`src/rtl/shift_right_seq_pkg.sv`:
```
`default_nettype none
// ============================================================================
// Module      : shift_right_seq_pkg
// Description : Shared types and defaults for the sequential shifters.
//               Holds the three-state FSM encoding and default widths.
// Revision    : 1.0 - initial release
// ============================================================================
package shift_right_seq_pkg;

  localparam int DEFAULT_WIDTH = 8;
  localparam int DEFAULT_SHW   = 4;

  typedef enum logic [1:0] {
    ST_IDLE  = 2'd0,
    ST_SHIFT = 2'd1,
    ST_DONE  = 2'd2
  } state_t;

  // Saturate a requested shift amount at the operand width
  function automatic int clamp_amount(input int amt, input int lim);
    return (amt >= lim) ? lim : amt;
  endfunction

endpackage
`default_nettype wire

```
`src/rtl/shift_right_seq_if.sv`:
```
`default_nettype none
// ============================================================================
// Module      : shift_right_seq_if
// Description : Request/result bundle for the sequential right shifter.
//               master drives the request, slave is the shifter.
// Revision    : 1.0 - initial release
// ============================================================================
interface shift_right_seq_if
  import shift_right_seq_pkg::*;
#(
  parameter int WIDTH = DEFAULT_WIDTH,
  parameter int SHW   = DEFAULT_SHW
);

  logic             start;
  logic [WIDTH-1:0] D;
  logic [SHW-1:0]   B;
  logic             arith;
  logic             busy;
  logic             done;
  logic [WIDTH-1:0] R;

  modport master (
    output start, D, B, arith,
    input  busy, done, R
  );

  modport slave (
    input  start, D, B, arith,
    output busy, done, R
  );

endinterface
`default_nettype wire

```
`src/rtl/shift_right_seq.sv`:
```
`default_nettype none
// ============================================================================
// Module      : shift_right_seq
// Description : Multi-cycle right shifter, one bit per clock. Logical or
//               arithmetic fill; amounts at or above WIDTH saturate so the
//               result is all fill bits. done pulses one cycle with R valid.
// Revision    : 1.0 - initial release
// ============================================================================
module shift_right_seq
  import shift_right_seq_pkg::*;
#(
  parameter int WIDTH = DEFAULT_WIDTH,
  parameter int SHW   = DEFAULT_SHW
) (
  input  logic           clk,
  input  logic           rst_n,
  shift_right_seq_if.slave bus
);

  // Count register must hold the saturated value WIDTH itself
  localparam int CNTW = $clog2(WIDTH + 1);

  state_t           state_q, state_d;
  logic [WIDTH-1:0] r_q, r_d;
  logic [CNTW-1:0]  cnt_q, cnt_d;
  logic             fill_q, fill_d;

  logic [SHW-1:0]   w_b_in;
  logic [CNTW-1:0]  w_amt;

  assign w_b_in = bus.B;
  assign w_amt  = CNTW'(clamp_amount(int'(w_b_in), WIDTH));

  // Next-state and datapath update; inputs are only looked at when accepting
  always_comb begin
    state_d = state_q;
    r_d     = r_q;
    cnt_d   = cnt_q;
    fill_d  = fill_q;
    case (state_q)
      ST_IDLE, ST_DONE: begin
        // DONE always falls back to IDLE unless a new request arrives
        state_d = ST_IDLE;
        if (bus.start) begin
          r_d     = bus.D;
          fill_d  = bus.arith & bus.D[WIDTH-1];
          cnt_d   = w_amt;
          state_d = (w_amt != '0) ? ST_SHIFT : ST_DONE;
        end
      end
      ST_SHIFT: begin
        r_d   = {fill_q, r_q[WIDTH-1:1]};
        cnt_d = cnt_q - 1'b1;
        if (cnt_q == CNTW'(1)) begin
          state_d = ST_DONE;
        end
      end
      default: begin
        state_d = ST_IDLE;
      end
    endcase
  end

  // State and datapath registers with synchronous active-low reset
  always_ff @(posedge clk) begin
    if (!rst_n) begin
      state_q <= ST_IDLE;
      r_q     <= '0;
      cnt_q   <= '0;
      fill_q  <= 1'b0;
    end else begin
      state_q <= state_d;
      r_q     <= r_d;
      cnt_q   <= cnt_d;
      fill_q  <= fill_d;
    end
  end

  // Outputs come straight from registers, no path from inputs
  assign bus.busy = (state_q == ST_SHIFT);
  assign bus.done = (state_q == ST_DONE);
  assign bus.R    = r_q;

endmodule
`default_nettype wire

```
`src/flat_wrapper.sv`:
```
// flat-port wrapper written by rule: the top's interface ports become plain ports
module shift_right_seq_flat import shift_right_seq_pkg::*;
#(
  parameter int WIDTH = DEFAULT_WIDTH,
  parameter int SHW   = DEFAULT_SHW
)
  (clk, rst_n, bus_start, bus_D, bus_B, bus_arith, bus_busy, bus_done, bus_R);
  shift_right_seq_if #(.WIDTH(WIDTH), .SHW(SHW)) bus_i ();
  input  logic clk;
  input  logic rst_n;
  input wire logic [$bits(bus_i.start)-1:0] bus_start;
  input wire logic [$bits(bus_i.D)-1:0] bus_D;
  input wire logic [$bits(bus_i.B)-1:0] bus_B;
  input wire logic [$bits(bus_i.arith)-1:0] bus_arith;
  output wire logic [$bits(bus_i.busy)-1:0] bus_busy;
  output wire logic [$bits(bus_i.done)-1:0] bus_done;
  output wire logic [$bits(bus_i.R)-1:0] bus_R;
  assign bus_i.start = bus_start;
  assign bus_i.D = bus_D;
  assign bus_i.B = bus_B;
  assign bus_i.arith = bus_arith;
  assign bus_busy = bus_i.busy;
  assign bus_done = bus_i.done;
  assign bus_R = bus_i.R;
  shift_right_seq #(.WIDTH(WIDTH), .SHW(SHW)) u_core (.clk(clk), .rst_n(rst_n), .bus(bus_i));
endmodule
```
`config.mk`:
```
export PLATFORM = sky130hd
export DESIGN_NAME = shift_right_seq_flat
export DESIGN_NICKNAME = d
export VERILOG_FILES = /design/src/rtl/shift_right_seq_pkg.sv /design/src/rtl/shift_right_seq_if.sv /design/src/rtl/shift_right_seq.sv /design/src/flat_wrapper.sv
export SDC_FILE = /design/constraint.sdc
export NUM_CORES = 1
export LEC_CHECK = 0
export ABC_CLOCK_PERIOD_IN_PS = 1600
export CORE_UTILIZATION = 40
export CTS_BUF_LIST = sky130_fd_sc_hd__clkbuf_8
export DETAILED_ROUTE_END_ITERATION = 16
export PLACE_DENSITY = 0.79
export SLEW_MARGIN = 40
export SYNTH_ARGS = -nofsm -noshare
export SYNTH_HDL_FRONTEND = slang
export SYNTH_SLANG_ARGS = --single-unit
```
`constraint.sdc`:
```
create_clock -name clk -period 1.6 [get_ports clk]
set_input_delay 0.16 -clock clk [delete_from_list [all_inputs] [get_ports clk]]
set_output_delay 0.16 -clock clk [all_outputs]
set_load 0.03 [all_outputs]
```
# After elaboration in Yosys (flattened, before gate mapping)
# Index checks and enable logic that the tools add are counted.
# classes
add_sub_neg,1
multipliers,0
n_div,0
magnitude_cmp,1
n_eq_ne,5
shift,0
n_mux,9
bitwise,1
reduce_logical,6
# op_table
op,count
8-bit one-hot mux with 2 select lines,1
4-bit two-way mux,2
8-bit two-way mux,1
4-bit one-hot mux with 2 select lines,1
2-bit two-way mux,3
4-bit by 1-bit == test with 1-bit output (second input constant),1
4-bit greater-or-equal comparator (second input constant),1
2-bit one-hot mux with 2 select lines,1
2-bit AND reduction,2
4-bit nonzero test,1
4-bit by 1-bit subtractor with 4-bit output (second input constant),1
2-bit by 1-bit == test with 1-bit output (second input constant),1
2-bit == test (second input constant),1
2-bit zero test,1
2-bit by 1-bit inequality test with 1-bit output (second input constant),1
2-bit inequality test (second input constant),1
2-bit nonzero test,1
2-bit OR reduction,1
1-bit AND,1
# totals
register_bits,15
latchBits,0
ramBits,0
romBits,0
output_inout_bits,10
wordCells,27
mem_count,0

# Longest topological paths before layout
# Gate-level depths: netlist (run 1).
# logic_depth
depth_word,6
mapped_depth,5
mapped_depth_nobuf,4

# Worst setup path after synthesis (run 1)
# Ideal clock, no wire load.
# synth_path
path_type,register to register
start,register u_core.state_q[1]
end,register u_core.cnt_q[2]
setup_ps,120
arrival_time_ps,1030
required_ps,1480
slack_ps,450
stages_incl_launch_ff,5
period_less_slack_ps,1150
cell_sequence,dfxtp_1 -> nand2b_1 -> inv_2 -> a211oi_1 -> o31a_1
# synth_between
elab_cells_between_ends,8
cone_classes,eq/ne (3); mux (1); reduce/logical (4)
# synth_lines
element,line_no,text
from (decl),shift_right_seq.sv:23,"state_t state_q, state_d;"
from (signal assigned),shift_right_seq.sv:72,state_q <= state_d;
2-bit by 1-bit == test with 1-bit output *,--,
net bus_busy,flat_wrapper.sv:15,output wire logic [$bits(bus_i.busy)-1:0] bus_busy;
2-bit nonzero test (no line),--,
2-bit AND reduction (no line),--,
to (signal assigned),shift_right_seq.sv:74,cnt_q <= cnt_d;
to (decl),shift_right_seq.sv:25,"logic [CNTW-1:0] cnt_q, cnt_d;"
# Mark *: on every way through the listed nets, which the timed path passes. The rest lies on a longest branch.
# A chain may end at the register's enable or synchronous reset.

# Worst setup path in the final report (run 1)
# layout_path
start,register u_core.state_q[0]
end,output bus_done
# layout_between
elab_chain_len,1
# layout_rtl
element,line_no,text
2-bit == test,shift_right_seq.sv:81,assign bus.done = (state_q == ST_DONE);
to (decl),flat_wrapper.sv:16,output wire logic [$bits(bus_i.done)-1:0] bus_done;
# No other way between the ends.

==> flow_metrics.env, run 1 <==
export IMPL_post_cts_buffers=0
export IMPL_slowest_stage="clkdlybuf4s50_1"
export IMPL_maxCapViolCount=0
export IMPL_crit_buf_inv=1
export IMPL_drtAntennaViolNets=0
export IMPL_power_w=0.00105
export IMPL_drive_gt1_frac=0.0769
export IMPL_ios=26
export IMPL_grt_max_degree=16
export IMPL_required_ps=1440
export IMPL_core_mm2=0.00158
export IMPL_grt_pass1_wl_mm=2.82
export IMPL_vias=747
export IMPL_n_antenna_cell=0
export IMPL_final_cell_mix="clkdlybuf4s50_1 (24), nand2_1 (17), dfxtp_1 (15)"
export IMPL_whs_endpoint="u_core.fill_q"
export IMPL_hp_class="flop to flop"
export IMPL_drt_iter0_markers=36
export IMPL_start_util=0.448
export IMPL_setup_worst_path_class="flop to output port"
export IMPL_clock_sinks=15
export IMPL_max_freq_mhz=661
export IMPL_antenna_found_initial=0
export IMPL_clk_pin_slew_ps=60
export IMPL_die_height_um=44.0
export IMPL_critPathTopFamily="buffers and inverters"
export IMPL_cts_max_level=1
export IMPL_status="finished clean"
export IMPL_min_path_cells=2
export IMPL_gp_congestion=0.789
export IMPL_critPathLaunchType="flop"
export IMPL_grt_ovfl_total=0
export IMPL_finalWirelength_mm=1.76
export IMPL_power_leakage_nw=0.398
export IMPL_hold_buffers=0
export IMPL_drc=0
export IMPL_synthArstFlopShare=0
export IMPL_grt_pass1_vias=689
export IMPL_rsz0062_at_grt="false"
export IMPL_clock_latency_ps=250
export IMPL_die_w_um=44.0
export IMPL_placed_cell_area_um2=971
export IMPL_cp_end_kind="output port"
export IMPL_track_usage=0.192
export IMPL_syn_nets=107
export IMPL_synth_main_ff_cell="dfxtp_1"
export IMPL_cp_max_fo=4
export IMPL_r2r_slack_ps=350
export IMPL_hp_start="u_core.fill_q"
export IMPL_hold_violations=0
export IMPL_tritoncts="yes"
export IMPL_path_cells="nor2b_1, clkdlybuf4s50_1"
export IMPL_cts_inserted_buffers=3
export IMPL_yosysWarnings=0
export IMPL_syn_instance_count=89
export IMPL_port_buffers=25
export IMPL_period_share=0.946
export IMPL_slew_viol_final=0
export IMPL_cts_resized_gates=0
export IMPL_layout_min_cycle_time_ps=1510
export IMPL_rr_startpoint="u_core.state_q[1]"
export IMPL_final_common_cell="clkdlybuf4s50_1"
export IMPL_wire_per_inst_um=13.2
export IMPL_dpl_hpwl_mm=1.29
export IMPL_worst_slew_pin_slew_ps=445
export IMPL_synth_seq_cells=15
export IMPL_clock_root_buffer="clkbuf_8"
export IMPL_nets=136
export IMPL_seq_area_frac_synth=0.425
export IMPL_die_area_mm2=0.00194
export IMPL_row_count=14
export IMPL_synth_cell_types=25
export IMPL_power_density_mw_per_mm2=1030
export IMPL_r2r_end="u_core.cnt_q[2]"
export IMPL_first_pass_iters=7
export IMPL_finalSetupViolCount=0
export IMPL_viasPerCell=5.62
export IMPL_avgSynthCellArea_um2=7.94
export IMPL_r2r_cells=4
export IMPL_peakVddDrop_mv=0.492
export IMPL_relSlewSlack=0.701
export IMPL_critPathMaxStageDelay_ps=670
export IMPL_areaGrowthSynthToFinish_pct=43.7
export IMPL_fin_area_mm2=0.00102
export IMPL_synth_edf_count=0
export IMPL_fin_skew_ps=1.78
export IMPL_cts_buffer_depth=2
export IMPL_worstPathArrival_ps=1350
export IMPL_tns_ps=0
export IMPL_netlist_area_um2=707
[through the flow]
step | setup WS (ps) | hold WS [ps] | util | std cells
detailed placement | 64.7 | 451 | 0.616 | 129
global placement | 90.9 | 443 | 0.616 | 129
global route | 37.2 | 488 | 0.644 | 133
finish | 86.8 | 460 | 0.644 | 133
floorplan | 450 | 312 | - | 89
CTS | 77.2 | 460 | 0.644 | 133
[routing by layer]
metal  global-route usage  vias to the layer above  share of wire  wire [um]
met4                0.121                        0          0.016         29
met2                0.306                       29           0.48        853
met3               0.0163                        4          0.059        103
li1                     -                      371              -          -
met5                    0                        -              0          0
met1                0.251                      343           0.44        773
[how the worst max path moves through the flow]
stage,to,startpoint,slack [ps],depth (start not counted)
6_report,bus_done,u_core.state_q[0],90,2
2_1_floorplan,u_core.cnt_q[2],u_core.state_q[1],450,4
5_1_grt,bus_done,u_core.state_q[1],40,2
3_5_place_dp,u_core.state_q[1],bus_start,60,5
3_3_place_gp,u_core.cnt_q[1],bus_start,90,4
4_1_cts,bus_done,u_core.state_q[0],80,2
[worst reg2reg max path, delay by kind of cell (launching register included)]
family / cells / cell delay (ps)
buffers and inverters: 1 / 140
AND/OR/NAND/NOR: 2 / 450
flip-flops: 1 / 310
AO/OA/AOI/OAI: 1 / 240
[power breakdown]
part | switching, W | internal, W | total (W)
Sequential | 0.0000296 | 0.000415 | 0.000445
Combinational | 0.000163 | 0.000137 | 0.000300
Clock | 0.000135 | 0.000170 | 0.000305
Total | 0.000328 | 0.000722 | 0.00105
[cells in the mapped netlist, types with 2 or more instances]
cell	count	area [um^2]
a21oi_1	5	25.0
nor2b_1	2	12.5
dfxtp_1	15	300
buf_2	3	15.0
inv_1	5	18.8
a31oi_1	9	56.3
nand2b_1	2	12.5
nor2_1	2	7.51
and3_1	2	12.5
or3_1	2	12.5
o21ai_0	7	35.0
nand3_1	3	15.0
nand2_1	17	63.8
nor3_1	2	10.0
ha_1	2	25.0
a32oi_1	2	17.5
[cell type report]
type | count | area (um^2)
Fill cell | 138 | 561
Multi-Input combinational cell | 63 | 350
Sequential cell | 15 | 300
Timing Repair Buffer | 29 | 278
Clock buffer | 3 | 41.3
Inverter | 6 | 22.5
Tap cell | 16 | 20.0
Clock inverter | 1 | 3.75
[kinds of logic after synthesis]
kind of cell | after synthesis | synth area share
flops | 15 | 0.425
fa+ha+maj | 2 | 0.0354
simple gates | 33 | 0.216
buf+inv | 11 | 0.0796
compound gates | 28 | 0.244
[registers in the layout, indices dropped and copies added, names as in the netlist]
signal / count
u_core.state_q: 2
u_core.cnt_q: 4
u_core.fill_q: 1
u_core.bus.R: 8
Power figures use the tool's default switching activity.
==> run 2, diff against run 1 <==
Settings changed: REMOVE_ABC_BUFFERS set to 1.
==> flow_metrics.env, run 2 (synthesis gave the netlist of run 1 again) <==
export IMPL_status="finished clean"
export IMPL_cp_end_kind="output port"
export IMPL_die_height_um=44.0
export IMPL_clock_latency_ps=250
export IMPL_dpl_hpwl_mm=1.28
export IMPL_hold_violations=0
export IMPL_drc=0
export IMPL_final_common_cell="clkdlybuf4s50_1"
export IMPL_gp_congestion=0.805
export IMPL_grt_pass1_wl_mm=3.06
export IMPL_track_usage=0.214
export IMPL_tritoncts="yes"
export IMPL_slowest_stage="clkdlybuf4s50_1"
export IMPL_wire_per_inst_um=13.5
export IMPL_die_area_mm2=0.00194
export IMPL_topRoutingLayerUsed="met4"
export IMPL_cts_resized_gates=0
export IMPL_path_cells="nor2b_1, clkdlybuf4s50_1"
export IMPL_layout_min_cycle_time_ps=1530
export IMPL_period_share=0.959
export IMPL_cts_inserted_buffers=3
export IMPL_nFillCells=139
export IMPL_finalWirelength_mm=1.81
export IMPL_grt_ovfl_total=0
export IMPL_vias=741
export IMPL_rr_startpoint="u_core.cnt_q[1]"
export IMPL_power_density_mw_per_mm2=1040
export IMPL_core_mm2=0.00158
export IMPL_required_ps=1440
export IMPL_hold_ws_ps=461
export IMPL_wl_met3_um=76
export IMPL_first_pass_iters=6
export IMPL_tns_ps=0
export IMPL_grt_pass1_vias=700
export IMPL_rsz0062_at_grt="false"
export IMPL_worstPathArrival_ps=1370
export IMPL_nets=137
export IMPL_drive_gt1_frac=0.0932
export IMPL_grt_max_degree=16
export IMPL_startpoint="u_core.state_q[0]"
export IMPL_hp_start="u_core.fill_q"
export IMPL_hold_buffers=0
export IMPL_ios=26
export IMPL_cp_max_fo=4
export IMPL_critPathMaxStageDelay_ps=680
export IMPL_cts_max_level=1
export IMPL_dr_wl_met2_um=868
export IMPL_crit_buf_inv=1
export IMPL_critPathTopFamily="buffers and inverters"
export IMPL_cts_buffer_depth=2
export IMPL_critPathLaunchType="flop"
export IMPL_n_antenna_cell=0
export IMPL_die_w_um=44.0
export IMPL_final_cell_mix="clkdlybuf4s50_1 (24), nand2_1 (17), dfxtp_1 (15)"
export IMPL_power_leakage_nw=0.402
export IMPL_antenna_found_initial=0
export IMPL_drt_iter0_markers=19
export IMPL_row_count=14
export IMPL_post_cts_buffers=0
export IMPL_areaGrowthSynthToFinish_pct=45.0
export IMPL_peakVddDrop_mv=0.522
export IMPL_setup_worst_path_class="flop to output port"
export IMPL_power_w=0.00106
export IMPL_met1Wirelength_um=839
export IMPL_worst_slew_pin_slew_ps=463
export IMPL_viasPerCell=5.53
export IMPL_max_freq_mhz=652
export IMPL_finalSetupViolCount=0
export IMPL_hp_class="flop to flop"
export IMPL_start_util=0.448
export IMPL_clock_sinks=15
export IMPL_stdcell_count=134
export IMPL_relSlewSlack=0.688
export IMPL_largest_reg_flops=8
export IMPL_clock_root_buffer="clkbuf_8"
export IMPL_drtAntennaViolNets=0
export IMPL_maxCapViolCount=0
export IMPL_clk_pin_slew_ps=60
export IMPL_slew_viol_final=0
export IMPL_placed_cells=130
export IMPL_port_buffers=25
export IMPL_fin_skew_ps=2.32
==> run 2: per-layer routing <==
layer	vias to the layer above	global-route usage
met4	0	0.109
met2	27	0.329
met5	-	0
met3	2	0.0286
li1	370	-
met1	342	0.294
==> run 2: power by group <==
group / switching (W) / total [W] / internal (W)
clock: 0.000141 / 0.000313 / 0.000172
sequential: 0.0000297 / 0.000445 / 0.000415
combinational: 0.000166 / 0.000306 / 0.000140
total: 0.000336 / 0.00106 / 0.000727
==> run 2: cell type report <==
type	count	area [um^2]	area share
inverters	6	22.5	0.0220
flip-flops and latches	15	300	0.293
well taps	16	20.0	0.0195
repair buffers	30	285	0.278
clock inverters	1	5.00	0.00488
multi-input cells	63	350	0.342
clock buffers	3	41.3	0.0403
==> run 2: per-stage QoR <==
stage	instance area [um^2]	util	setup slack (ps)
2_1_floorplan	673	-	125
3_3_place_gp	978	0.621	194
3_5_place_dp	978	0.621	135
4_1_cts	1020	0.650	65.9
5_1_grt	1020	0.650	21.4
6_report	1020	0.650	65.6
==> run 2: worst register-to-register path: cells and delay by family, from the launching register on <==
family,cells,cell delay (ps)
flops,1,330
compound gates,1,130
simple gates,2,710
==> run 2: worst paths after layout <==
path                            cells after the start  slack (ps)         endpoint
worst max-delay path                                2          70         bus_done
worst min register to register                      2         460    u_core.fill_q
worst min-delay path                                2         460    u_core.fill_q
worst max register to register                      3         360  u_core.cnt_q[3]
==> run 3, diff against run 2 <==
Settings changed: CORE_UTILIZATION 40 to 30, DONT_BUFFER_PORTS set to 1, PLACE_DENSITY 0.79 to 0.5.
==> flow_metrics.env, run 3 (synthesis gave the netlist of run 1 again) <==
export IMPL_power_density_mw_per_mm2=1220
export IMPL_grt_ovfl_total=0
export IMPL_max_freq_mhz=803
export IMPL_nets=111
export IMPL_core_mm2=0.00221
export IMPL_grt_pass1_vias=587
export IMPL_stdcell_count=120
export IMPL_fin_skew_ps=5.15
export IMPL_drc=0
export IMPL_antenna_found_initial=0
export IMPL_min_path_cells=1
export IMPL_worst_slew_pin_slew_ps=588
export IMPL_die_height_um=50.5
export IMPL_power_frac_comb=0.165
export IMPL_clock_root_buffer="clkbuf_8"
export IMPL_n_antenna_cell=0
export IMPL_relSlewSlack=0.607
export IMPL_first_pass_iters=4
export IMPL_clock_latency_ps=250
export IMPL_port_buffers=0
export IMPL_row_count=17
export IMPL_power_switching_w=0.000309
export IMPL_cp_end_kind="flop"
export IMPL_cts_max_level=1
export IMPL_cts_resized_gates=0
export IMPL_hp_class="input pin to flop"
export IMPL_finalWirelength_mm=1.60
export IMPL_drtAntennaViolNets=0
export IMPL_nFillCells=248
export IMPL_dpl_hpwl_mm=1.18
export IMPL_hold_violations=0
export IMPL_worstPathArrival_ps=1430
export IMPL_clock_sinks=15
export IMPL_switching_share=0.322
export IMPL_cts_buffer_depth=2
export IMPL_rsz0062_at_grt="false"
export IMPL_vias=627
export IMPL_placed_cells=116
export IMPL_gp_congestion=0.806
export IMPL_final_cell_mix="nand2_1 (17), dfxtp_1 (15), a31oi_1 (9)"
export IMPL_track_usage=0.135
export IMPL_grt_max_degree=18
export IMPL_drive_gt1_frac=0.0978
export IMPL_start_util=0.320
export IMPL_viasPerCell=5.23
export IMPL_peakVddDrop_mv=0.868
export IMPL_tritoncts="yes"
export IMPL_layout_min_cycle_time_ps=1250
export IMPL_post_cts_buffers=0
export IMPL_multi_input_area_um2=350
export IMPL_cts_inserted_buffers=3
export IMPL_clk_pin_slew_ps=70
export IMPL_seqCellArea_um2=300
export IMPL_r2r_slack_ps=350
export IMPL_period_share=0.779
export IMPL_status="finished clean"
export IMPL_seqPwrFrac=0.512
export IMPL_grt_pass1_wl_mm=2.53
export IMPL_critPathLaunchType="flop"
export IMPL_setup_worst_path_class="flop to flop"
export IMPL_largest_reg_flops=8
export IMPL_die_w_um=50.5
export IMPL_power_leakage_nw=0.301
export IMPL_ios=26
export IMPL_cp_max_fo=8
export IMPL_slew_viol_final=0
export IMPL_drt_iter0_markers=13
export IMPL_pwr_share_clk=0.323
export IMPL_maxCapViolCount=0
export IMPL_areaGrowthSynthToFinish_pct=11.0
export IMPL_hold_buffers=0
export IMPL_tns_ps=0
export IMPL_final_common_cell="nand2_1"
export IMPL_required_ps=1780
export IMPL_finalSetupViolCount=0
export IMPL_die_area_mm2=0.00255
export IMPL_p_int_w=0.000651
export IMPL_r2r_cells=4
export IMPL_final_util=0.355
export IMPL_wire_per_inst_um=13.3
run 3: cell types whose count changed in the layout (fill, tap and decap cells not counted):
cell             delta
buf_4               -2
clkdlybuf4s50_1    -24
run 3: critical path, stage by stage (launching register included):
cell	delay, ps
dfxtp_1	330
nor2b_1	380
buf_4	250
nand2_1	80
a31oi_1	150
run 3: layer usage:
metal	vias to the layer above	global-route usage	routed length, um
li1	322	-	-
met4	0	0.0278	0
met2	21	0.207	703
met3	0	0.0788	111
met1	284	0.164	786
met5	-	0	0
run 3: path summary, 6_finish.rpt:
| check | from | endpoint |
|---|---|---|
| setup / recovery | u_core.state_q[0] | u_core.bus.R[0] |
| hold / removal | rst_n | u_core.cnt_q[2] |
| setup reg to reg | u_core.state_q[0] | u_core.bus.R[0] |
| hold reg to reg | u_core.fill_q | u_core.fill_q |
run 3: power by group through the flow:
stage	Clock [W]	Combinational (W)	Sequential, W
floorplan	0	0.000119	0.000492
global placement	0	0.000156	0.000500
detailed placement	0	0.000160	0.000500
CTS	0.000323	0.000160	0.000492
global route	0.000342	0.000181	0.000497
finish	0.000310	0.000158	0.000491
run 3: metrics by stage:
step	area (um^2)	hold slack [ps]	power [W]	setup slack, ps
after floorplan	673	278	0.000611	125
after global placement	738	284	0.000656	394
after detailed placement	738	292	0.000659	338
after CTS	785	30.9	0.000975	330
after global routing	785	22.0	0.00102	225
final	785	36.8	0.000960	354
run 3: cell type report:
cell class / instances / share of cell area
flip-flops and latches: 15 / 0.383
repair buffers: 4 / 0.0383
clock inverters: 1 / 0.00638
clock buffers: 3 / 0.0526
multi-input cells: 63 / 0.447
well taps: 28 / 0.0447
inverters: 6 / 0.0287
